$ cat config.mk
export PLATFORM = sky130hd
export DESIGN_NAME = obuf_drain
export DESIGN_NICKNAME = d
export VERILOG_FILES = /design/src/rtl/obuf_drain.sv
export SDC_FILE = /design/constraint.sdc
export NUM_CORES = 1
export LEC_CHECK = 0
export ABC_AREA = 1
export CORE_MARGIN = 4
export CORE_UTILIZATION = 52
export CTS_CLUSTER_DIAMETER = 50
export DETAILED_ROUTE_END_ITERATION = 10
export DONT_BUFFER_PORTS = 1
export GPL_TIMING_DRIVEN = 0
export HOLD_SLACK_MARGIN = 0.12
export PLACE_DENSITY_LB_ADDON = 0.1
export SLEW_MARGIN = 20
export SYNTH_ARGS = -nofsm -noshare
export SYNTH_HDL_FRONTEND = slang
export SYNTH_SLANG_ARGS = --single-unit
$ cat constraint.sdc
create_clock -name clk -period 2.65 [get_ports clk]
set_input_delay 0.1325 -clock clk [delete_from_list [all_inputs] [get_ports clk]]
set_output_delay 0.1325 -clock clk [all_outputs]
set_load 0.005 [all_outputs]
$ cat src/rtl/obuf_drain.sv
// Output-buffer drain: reads bytes from shared memory through a req/gnt port
// and streams them to a valid/ready sink until len bytes, a NUL byte, or abort.
module obuf_drain #(
  parameter int unsigned   AW       = 17,
  parameter logic [AW-1:0] OBUF     = AW'(32'h1400),
  parameter bit            NUL_STOP = 1'b1
) (
  input  logic          clk,
  input  logic          rst,
  input  logic          start,
  input  logic          base_sel,
  input  logic [AW-1:0] base,
  input  logic [15:0]   len,
  input  logic          abort,
  output logic          busy,
  output logic          done,
  output logic [15:0]   sent,
  output logic          mem_req,
  input  logic          mem_gnt,
  output logic [AW-1:0] mem_a,
  input  logic [7:0]    mem_di,
  output logic          tx_valid,
  output logic [7:0]    tx_data,
  input  logic          tx_ready
);

  typedef enum logic [2:0] {
    IDLE = 3'd0,
    ARB  = 3'd1,
    RD   = 3'd2,
    SEND = 3'd3,
    FIN  = 3'd4
  } state_t;

  state_t        state;
  logic [AW-1:0] ptr;
  logic [15:0]   cnt;

  // Single registered FSM; done is raised on the edge that leaves FIN.
  always_ff @(posedge clk or posedge rst) begin
    if (rst) begin
      state    <= IDLE;
      busy     <= 1'b0;
      done     <= 1'b0;
      sent     <= 16'd0;
      mem_req  <= 1'b0;
      mem_a    <= '0;
      tx_valid <= 1'b0;
      tx_data  <= 8'd0;
      ptr      <= '0;
      cnt      <= 16'd0;
    end else begin
      done <= 1'b0;
      case (state)
        IDLE: begin
          if (start) begin
            sent <= 16'd0;
            if (len != 16'd0) begin
              ptr     <= base_sel ? base : OBUF;
              mem_a   <= base_sel ? base : OBUF;
              cnt     <= len;
              busy    <= 1'b1;
              mem_req <= 1'b1;
              state   <= ARB;
            end else begin
              state <= FIN;
            end
          end
        end

        ARB: begin
          if (abort) begin
            mem_req <= 1'b0;
            state   <= FIN;
          end else if (mem_gnt) begin
            mem_req <= 1'b0;
            state   <= RD;
          end
        end

        RD: begin
          if (abort) begin
            state <= FIN;
          end else begin
            tx_data <= mem_di;
            if (NUL_STOP && (mem_di == 8'h00)) begin
              state <= FIN;
            end else begin
              tx_valid <= 1'b1;
              state    <= SEND;
            end
          end
        end

        SEND: begin
          // A handshake in the abort cycle still counts the byte.
          if (tx_ready) begin
            tx_valid <= 1'b0;
            sent     <= sent + 16'd1;
            cnt      <= cnt - 16'd1;
            ptr      <= ptr + AW'(1);
            if (abort || (cnt == 16'd1)) begin
              state <= FIN;
            end else begin
              mem_req <= 1'b1;
              mem_a   <= ptr + AW'(1);
              state   <= ARB;
            end
          end else if (abort) begin
            tx_valid <= 1'b0;
            state    <= FIN;
          end
        end

        FIN: begin
          done  <= 1'b1;
          busy  <= 1'b0;
          state <= IDLE;
        end

        default: begin
          state    <= IDLE;
          busy     <= 1'b0;
          mem_req  <= 1'b0;
          tx_valid <= 1'b0;
        end
      endcase
    end
  end

endmodule

==> results of run 1 <==
## worst max-delay path, cell delays in order, from the launching register on
cell           delay [ns]
dfrtp_1              0.43
nand2_1              0.12
nor2_4               0.21
nand2_1              0.17
nand3_1              0.18
clkbuf_1             0.36
nand2_1              0.10
o41ai_1              0.07
dlygate4sd3_1        0.59
## power by group through the flow
stage          combinational (W)  clock, W  sequential, W
2_1_floorplan            0.00189         0        0.00200
3_3_place_gp             0.00239         0        0.00211
3_5_place_dp             0.00246         0        0.00211
4_1_cts                  0.00255   0.00110        0.00210
5_1_grt                  0.00293   0.00115        0.00216
6_report                 0.00256   0.00108        0.00210
## sequential cells by signal (all words and copies together), names as in the netlist
signal	cells
cnt	16
state	3
done	1
busy	1
mem_req	1
tx_valid	1
mem_a	17
tx_data	8
sent	16
ptr	17
## cells in the mapped netlist (4+ instances only)
| master | number |
|---|---|
| a21oi_1 | 10 |
| buf_2 | 10 |
| clkbuf_1 | 5 |
| dfrtp_1 | 81 |
| ha_1 | 4 |
| inv_1 | 66 |
| mux2_2 | 4 |
| nand2_1 | 274 |
| nand3_1 | 52 |
| nand4_1 | 21 |
| nor2_1 | 88 |
| nor2_4 | 4 |
| nor3_1 | 6 |
| o21ai_0 | 53 |
| o21ai_1 | 11 |
| xor2_1 | 4 |
## stage by stage
stage,utilization [%],cells,worst slack [ns]
2_1_floorplan,-,716,0.4374
3_3_place_gp,55.80,824,-0.5063
3_5_place_dp,56.14,825,0.7374
4_1_cts,64.03,888,0.3863
5_1_grt,64.03,888,0.2119
6_report,64.03,888,0.3669
## path summary, 6_finish.rpt
check / to / cells past startpoint / slack (ns) / startpoint
hold reg to reg: mem_a[11]$_DFFE_PP0P_ / 2 / 0.51 / mem_a[11]$_DFFE_PP0P_
hold / removal: mem_a[10]$_DFFE_PP0P_ / 5 / 0.14 / base_sel
max in group asynchronous: mem_a[8]$_DFFE_PP0P_ / 3 / 1.79 / rst
min in group asynchronous: cnt[2]$_DFFE_PP0P_ / 2 / 0.26 / rst
setup reg to reg: sent[0]$_DFFE_PP0P_ / 8 / 0.37 / state[0]$_DFFE_PP0P_
setup / recovery: sent[0]$_DFFE_PP0P_ / 8 / 0.37 / state[0]$_DFFE_PP0P_
## per-layer routing
layer | global-route usage [%] | routed length [µm] | vias to the layer above
li1 | - | - | 2393
met1 | 33.29 | 5654 | 2229
met2 | 42.80 | 6550 | 152
met3 | 4.780 | 886 | 22
met4 | 6.838 | 232 | 0
met5 | 0 | 0 | -
## area by class of cell
cell class | instances | area [µm²] | area share [%]
Inverter | 70 | 267.8 | 4.703
Clock buffer | 9 | 123.9 | 2.176
Clock inverter | 7 | 107.6 | 1.890
Sequential cell | 81 | 2027 | 35.60
Timing Repair Buffer | 48 | 498.0 | 8.747
Buffer | 20 | 102.6 | 1.802
Multi-Input combinational cell | 545 | 2431 | 42.70
Tap cell | 108 | 135.1 | 2.374
## kinds of logic (layout without fill, tap and decap cells)
| family | Yosys count | in the layout |
|---|---|---|
| AO/OA/AOI/OAI | 79 | 79 |
| XOR/XNOR | 6 | 6 |
| adder cells (fa/ha/maj) | 4 | 4 |
| buffers and inverters | 90 | 154 |
| flip-flops | 81 | 81 |
| multiplexers | 4 | 4 |
| AND/OR/NAND/NOR | 452 | 452 |
## repair_timing
item | CTS | global route
hold buffers | 47 | 0
endpoints found under the hold margin | 145 | 0
setup buffers | 0 | 0
gates resized for setup | 0 | 0
==> flow_summary.toml, run 1 <==
[final_layout]
antennaDiodeCount = 0
final_layout_size_suffix_gt1_share_pct = 6.282
design_area_um2 = 5693
areaGrowthSynthToFinish_pct = 17.97
final_common_cell = "nand2_1"
nNetsFinal = 827
fill_cells = 834
layout_common_cells = "nand2_1, nor2_1, dfrtp_1"

[yosys]
synth_edf_count = 0
yosysTopAreaCell = "dfrtp_1"
avgSynthCellArea_um2 = 6.740
synth_fa_ha_area_share_pct = 1.037
synthArstFlopShare_pct = 100.0
ys.flop_type = "dfrtp_1"
synth_seq_cells = 81
synth_area_leaders = "dfrtp_1, nand2_1, nor2_1"
muxShareOfSynthArea_pct = 0.9334
synth_top_family_by_area = "simple AND/OR/NAND/NOR gates"
synth_simple_gate_area_share_pct = 38.86
synth_cell_types = 30
yosys_warnings = 0
synth-compound-area-share_pct = 8.452
synth_seq_area_share_pct = 42.00
synthCells = 716
synthDominantCellAreaShare_pct = 42.00
synthXorXnorAreaFrac_pct = 1.089
synth.net_count = 768
synthesis.area_um2 = 4826

[global_routing]
grt_pass1_vias = 4649
grt_start_max_net_pins = 50
grt_pass1_wl_um = 22640
grt_usage_pct = 25.33
antenna_found_initial = 0
grt_overflow = 0

[routing]
drtAntennaViolNets = 0
dr.pass1.iters = 5
wire_per_inst_um = 15.00
vias = 4796
avgViaCountPerCell = 5.401
first_iter_violations = 226
post-route-drc-count = 0
drt-total-wl_um = 13320

[sta]
max_slew_margin_pct = 56.95
fin_crit_ns = 2.283
finalHoldViolCount = 0
fin_skew_ns = 0.008509
hold_slack_ns = 0.1383
slew_viol_final = 0
worst_pin_slew_ns = 0.6457
max_freq_mhz = 438.0
period_share_pct = 86.16
setup_viol = 0
rsz0062_at_grt = "false"
fin_tns_setup_ns = 0

[clock_network]
clk_pin_slew_ns = 0.10
cts_max_level = 3
clk_latency_ns = 0.36
cts-root-buf = "clkbuf_8"
clock_path_buffers = 2
cts_sinks = 81
cts_tree = "done"
cts-buffers-inserted = 9

[power_and_ir_drop]
internal_power_w = 0.003077
combPwrFrac_pct = 44.6
p_sw_w = 0.002664
p_seq_share_pct = 36.5
p_total_w = 0.005741
powerDensity_nw_per_um2 = 1009
pwr-share-clk_pct = 18.9
p_leak_nw = 2.777
swShare_pct = 46.41
ir_drop_mv = 0.5390

[worst_setup_path]
critPathCaptureType = "register"
path_max_fanout = 10
cp-start-kind = "register"
cp.required_ns = 2.94
worstSetupPathType = "register to register"
critPathArrivalTime_ns = 2.58

[place]
numPortBuffers = 0
gp_congestion = 0.9114
hpwl_um = 9571
place_area_um2 = 4991

[die]
die-width_um = 104.3
die_h_um = 104.3
num_rows = 34
dieArea_um2 = 10890
top_level_ports = 93
start_util_pct = 54.28
core-area_um2 = 8891

[hold_path]
min_path_type = "primary input to register"

[run_status]
status = "finished, final reports clean"

[job]
drv_cap = 0
Power figures use the tool's default switching activity.
==> run 2, diff against run 1 <==
- CORE_UTILIZATION: 52 -> 25
==> run 2 against run 1 <==
Net effect: sequential power barely moved; first-iteration DRC count increased by 30%; sequential share of layout area shrank 1.7 points; final area grew 4.9%; final cell count rose by 17%; register-to-register slack worse by 0.02 ns; critical path type unchanged.
==> flow_summary.toml, run 2 (same netlist as run 1, synthesis figures left out) <==
[sta]
fin_crit_ns = 2.308
setup_viol = 0
worst_pin_slew_ns = 0.6765
max_freq_mhz = 433.3
max_slew_margin_pct = 54.90
finalHoldViolCount = 0
slew_viol_final = 0
fin_skew_ns = 0.01170
rsz0062_at_grt = "false"
period_share_pct = 87.09
fin_tns_setup_ns = 0

[final_layout]
nNetsFinal = 827
seqCellArea_um2 = 2027
fill_cells = 2057
reg_top3 = "mem_a (17), ptr (17)"
layout_common_cells = "nand2_1, nor2_1, dfrtp_1"
multiInputGateArea_um2 = 2431
areaGrowthSynthToFinish_pct = 23.72
antennaDiodeCount = 0
final_layout_size_suffix_gt1_share_pct = 6.282
final_common_cell = "nand2_1"

[clock_network]
clock_path_buffers = 2
post_cts_buffers = 0
clk_latency_ns = 0.35
cts_sinks = 81
cts-buffers-inserted = 9
clk_pin_slew_ns = 0.07
cts_max_level = 3
cts_tree = "done"
cts-root-buf = "clkbuf_16"

[global_routing]
grt_pass1_vias = 4840
grt_overflow = 0
grt_start_max_net_pins = 65
grt_usage_pct = 14.74
grt_pass1_wl_um = 25520
antenna_found_initial = 0

[routing]
drtAntennaViolNets = 0
avgViaCountPerCell = 4.619
post-route-drc-count = 0
wire_per_inst_um = 15.01
vias = 4804
first_iter_violations = 294
dr.pass1.iters = 4
drt-total-wl_um = 15620

[place]
numPortBuffers = 0
gp_congestion = 0.8446
hpwl_um = 11500

[hold_path]
min_path_type = "primary input to register"
hold_start = "base_sel"

[die]
core-area_um2 = 18830
num_rows = 50
die-width_um = 146.9
dieArea_um2 = 21590
die_h_um = 146.9
start_util_pct = 25.63
top_level_ports = 93

[worst_setup_path]
critPathArrivalTime_ns = 2.60
cp.required_ns = 2.94
critPathCaptureType = "register"
setup.worst_path.start = "state[1]$_DFFE_PP0P_"
worstSetupPathType = "register to register"
path_max_fanout = 10
r2r_start = "state[1]$_DFFE_PP0P_"
cp-start-kind = "register"

[job]
drv_cap = 0

[power_and_ir_drop]
p_total_w = 0.006087
p_sw_w = 0.002752
p_seq_share_pct = 34.7
powerDensity_nw_per_um2 = 1019
ir_drop_mv = 0.3341
internal_power_w = 0.003335
p_leak_nw = 2.814
pwr-share-clk_pct = 22.2
swShare_pct = 45.21
combPwrFrac_pct = 43.1

[run_status]
status = "finished, final reports clean"
## run 2: cell types whose count changed in the layout (fill, tap and decap cells not counted)
cell | previous run | this run
clkbuf_8 | 9 | 3
bufinv_16 | 2 | 1
inv_4 | 2 | 1
clkbuf_16 | 0 | 9
inv_8 | 2 | 0
inv_6 | 2 | 1
clkinvlp_4 | 1 | 2
clkinv_2 | 0 | 1
## run 2: area by class of cell
class | instances | area share (%)
multi-input combinational | 545 | 40.72
inverter | 70 | 4.526
clock inverter | 4 | 0.8382
clock buffer | 12 | 4.464
sequential | 81 | 33.95
tap | 260 | 5.448
buffer | 20 | 1.718
timing repair buffer | 48 | 8.340
## run 2: critical path: stages, from the launching register on
cell	delay, ns
dfrtp_1	0.40
nand2_1	0.11
nor2_4	0.23
nand2_1	0.18
nand3_1	0.17
clkbuf_1	0.39
nand2_1	0.10
o41ai_1	0.08
dlygate4sd3_1	0.59
## run 2: power groups by stage
stage	combinational [W]	sequential, W	clock [W]
after global placement	0.00255	0.00213	0
after CTS	0.00265	0.00211	0.00140
after floorplan	0.00189	0.00200	0
after detailed placement	0.00257	0.00213	0
after global routing	0.00303	0.00218	0.00145
final	0.00262	0.00211	0.00135
## run 2: path summary, 6_finish.rpt
path	to	slack (ns)	depth (start not counted)
max	sent[0]$_DFFE_PP0P_	0.34	8
min	mem_a[10]$_DFFE_PP0P_	0.16	5
max reg2reg	sent[0]$_DFFE_PP0P_	0.34	8
min reg2reg	mem_a[3]$_DFFE_PP0P_	0.50	2
max in group asynchronous	cnt[3]$_DFFE_PP0P_	1.84	3
min in group asynchronous	tx_data[3]$_DFFE_PP0P_	0.20	2
## run 2: layer usage
metal	part of all wire [%]	GRT usage, %	wire length, µm	vias up
met2	48	24.80	7474	100
met3	4.9	3.825	763	12
met1	46	18.90	7163	2287
met5	0	0	0	-
met4	1.4	3.821	213	0
li1	-	-	-	2405
## run 2: through the flow
step | cells | utilization [%] | setup slack (ns) | instance area, µm² | hold WS [ns]
after global routing | 1040 | 31.71 | 0.1262 | 5971 | 0.1877
final | 1040 | 31.71 | 0.3420 | 5971 | 0.1586
after global placement | 976 | 27.36 | -0.8375 | 5151 | 0.2641
after CTS | 1040 | 31.71 | 0.3524 | 5971 | 0.1324
after detailed placement | 977 | 27.53 | 0.6529 | 5184 | -0.06070
after floorplan | 716 | - | 0.4374 | 4826 | 0.2423
## run 2: repair_timing
| action | 4_1_cts | 5_1_grt |
|---|---|---|
| hold buffers | 47 | 0 |
| endpoints found under the setup margin | 0 | 0 |
| hold endpoints to repair | 143 | 0 |
| gates resized for setup | 0 | 0 |
==> run 3, diff against run 2 <==
- clock period: 2.65 -> 2.9 ns (I/O delays scaled with it)
==> run 3 against run 2 <==
Net effect: non-clock buffer count is 1 lower; worst setup slack better by 0.47 ns; flip-flop and latch count stayed put; power is 8.9% lower; clock power is 8% lower; count of clock-buffer cells in the layout stayed put; critical path depth is 1 higher; register-to-register slack better by 0.47 ns; utilization is 0.053 points lower; final cell count hardly changed; first-iteration DRC count is 5.1% lower.
==> flow_summary.toml, run 3 (same netlist as run 1, synthesis figures left out) <==
[worst_setup_path]
slowest_delay_ns = 0.57
cp.required_ns = 3.18
path_max_fanout = 4
critPathArrivalTime_ns = 2.37
cp-start-kind = "register"
slowest_stage = "dlygate4sd3_1"
r2r_setup_slack_ns = 0.81
cp_common_cell = "nand2_1"
critPathCaptureType = "register"
crit_buf_inv = 2
worstSetupPathType = "register to register"
crit_chain = "nor2_1 -> nand2_1 -> inv_1 -> nand2_1 -> or2_2 -> o21ai_0 -> nand2_1 -> o21ai_0 -> dlygate4sd3_1"
path_delay_family = "simple AND/OR/NAND/NOR gates"

[sta]
worst_pin_slew_ns = 0.6828
hold_slack_ns = 0.1723
max_slew_margin_pct = 54.48
slew_viol_final = 0
max_freq_mhz = 479.3
rsz0062_at_grt = "false"
fin_tns_setup_ns = 0
fin_skew_ns = 0.01248
period_share_pct = 71.94
fin_crit_ns = 2.086
setup_viol = 0
finalHoldViolCount = 0

[routing]
drt-total-wl_um = 15600
vias = 4783
avgViaCountPerCell = 4.603
first_iter_violations = 279
drtAntennaViolNets = 0
dr.pass1.iters = 4
post-route-drc-count = 0
wire_per_inst_um = 15.01

[final_layout]
final_common_cell = "nand2_1"
final_layout_size_suffix_gt1_share_pct = 6.290
layout_common_cells = "nand2_1, nor2_1, dfrtp_1"
nNetsFinal = 826
reg_top3 = "mem_a (17), ptr (17)"
fill_cells = 2058
fin_cells = 1039
areaGrowthSynthToFinish_pct = 23.52
antennaDiodeCount = 0

[global_routing]
grt_pass1_vias = 4840
antenna_found_initial = 0
grt_start_max_net_pins = 65
grt_pass1_wl_um = 25520
grt_usage_pct = 14.74
grt_overflow = 0

[die]
dieArea_um2 = 21590
die-width_um = 146.9
die_h_um = 146.9
top_level_ports = 93
core-area_um2 = 18830
num_rows = 50
start_util_pct = 25.63

[place]
hpwl_um = 11500
dpl.cell_count = 977
numPortBuffers = 0
gp_congestion = 0.8446

[clock_network]
clk_pin_slew_ns = 0.06
cts_sinks = 81
cts-root-buf = "clkbuf_16"
clock_path_buffers = 2
cts_max_level = 3
cts-buffers-inserted = 9
cts_tree = "done"
post_cts_buffers = 0
cts_resized = 0
clk_latency_ns = 0.35
holdBufCountCts = 46

[job]
drv_cap = 0

[power_and_ir_drop]
powerDensity_nw_per_um2 = 930.6
combPwrFrac_pct = 43.0
swShare_pct = 45.18
ir_drop_mv = 0.3032
p_seq_share_pct = 34.8
pwr-share-clk_pct = 22.3
p_leak_nw = 2.807
p_sw_w = 0.002506
internal_power_w = 0.003041

[hold_path]
min_path_type = "primary input to register"

[run_status]
status = "finished, final reports clean"
-- run 3: cell count changes in the layout (fill, tap and decap cells not counted) --
cell	before	now
dlygate4sd3_1	47	46
-- run 3: worst paths after layout --
path                                 startpoint                      to  depth (start not counted)
max                        state[2]$_DFFE_PP0P_    state[1]$_DFFE_PP0P_                          9
min                                    base_sel   mem_a[10]$_DFFE_PP0P_                          5
max reg2reg                state[2]$_DFFE_PP0P_    state[1]$_DFFE_PP0P_                          9
min reg2reg                mem_a[3]$_DFFE_PP0P_    mem_a[3]$_DFFE_PP0P_                          2
max in group asynchronous                   rst     cnt[13]$_DFFE_PP0P_                          3
min in group asynchronous                   rst  tx_data[3]$_DFFE_PP0P_                          2
-- run 3: final cells by class --
type	count	area (µm²)	area share, %
clock buffers	12	266.5	4.471
inverters	70	270.3	4.534
repair buffers	47	488.0	8.186
well taps	260	325.3	5.458
clock inverters	4	50.05	0.8396
plain buffers	20	102.6	1.721
flip-flops and latches	81	2027	34.00
multi-input cells	545	2431	40.79
-- run 3: worst reg2reg max path, delay by kind of cell, from the launching register on --
kind / cells / cell delay, ns
buf+inv: 2 / 0.64
flops: 1 / 0.46
simple gates: 5 / 0.77
compound gates: 2 / 0.16
-- run 3: per-stage QoR --
| stage | util, % | instance area [µm²] | total power, W | setup slack (ns) |
|---|---|---|---|---|
| 2_1_floorplan | - | 4826 | 0.003551 | 0.6749 |
| 3_3_place_gp | 27.36 | 5151 | 0.004281 | -0.6000 |
| 3_5_place_dp | 27.53 | 5184 | 0.004294 | 0.9029 |
| 4_1_cts | 31.65 | 5961 | 0.005624 | 0.8395 |
| 5_1_grt | 31.65 | 5961 | 0.006074 | 0.6569 |
| 6_report | 31.65 | 5961 | 0.005547 | 0.8136 |
-- run 3: power by group through the flow --
stage                     clock network [W]  registers, W  logic (W)
final                               0.00124       0.00193    0.00238
after global routing                0.00132       0.00199    0.00276
after CTS                           0.00127       0.00193    0.00242
after detailed placement                  0       0.00194    0.00235
after global placement                    0       0.00195    0.00233
after floorplan                           0       0.00182    0.00173
-- run 3: layer usage --
layer | wire, µm | vias up | GRT usage (%)
li1 | - | 2400 | -
met1 | 7070 | 2269 | 18.90
met2 | 7484 | 104 | 24.80
met3 | 849 | 10 | 3.825
met4 | 195 | 0 | 3.821
met5 | 0 | - | 0
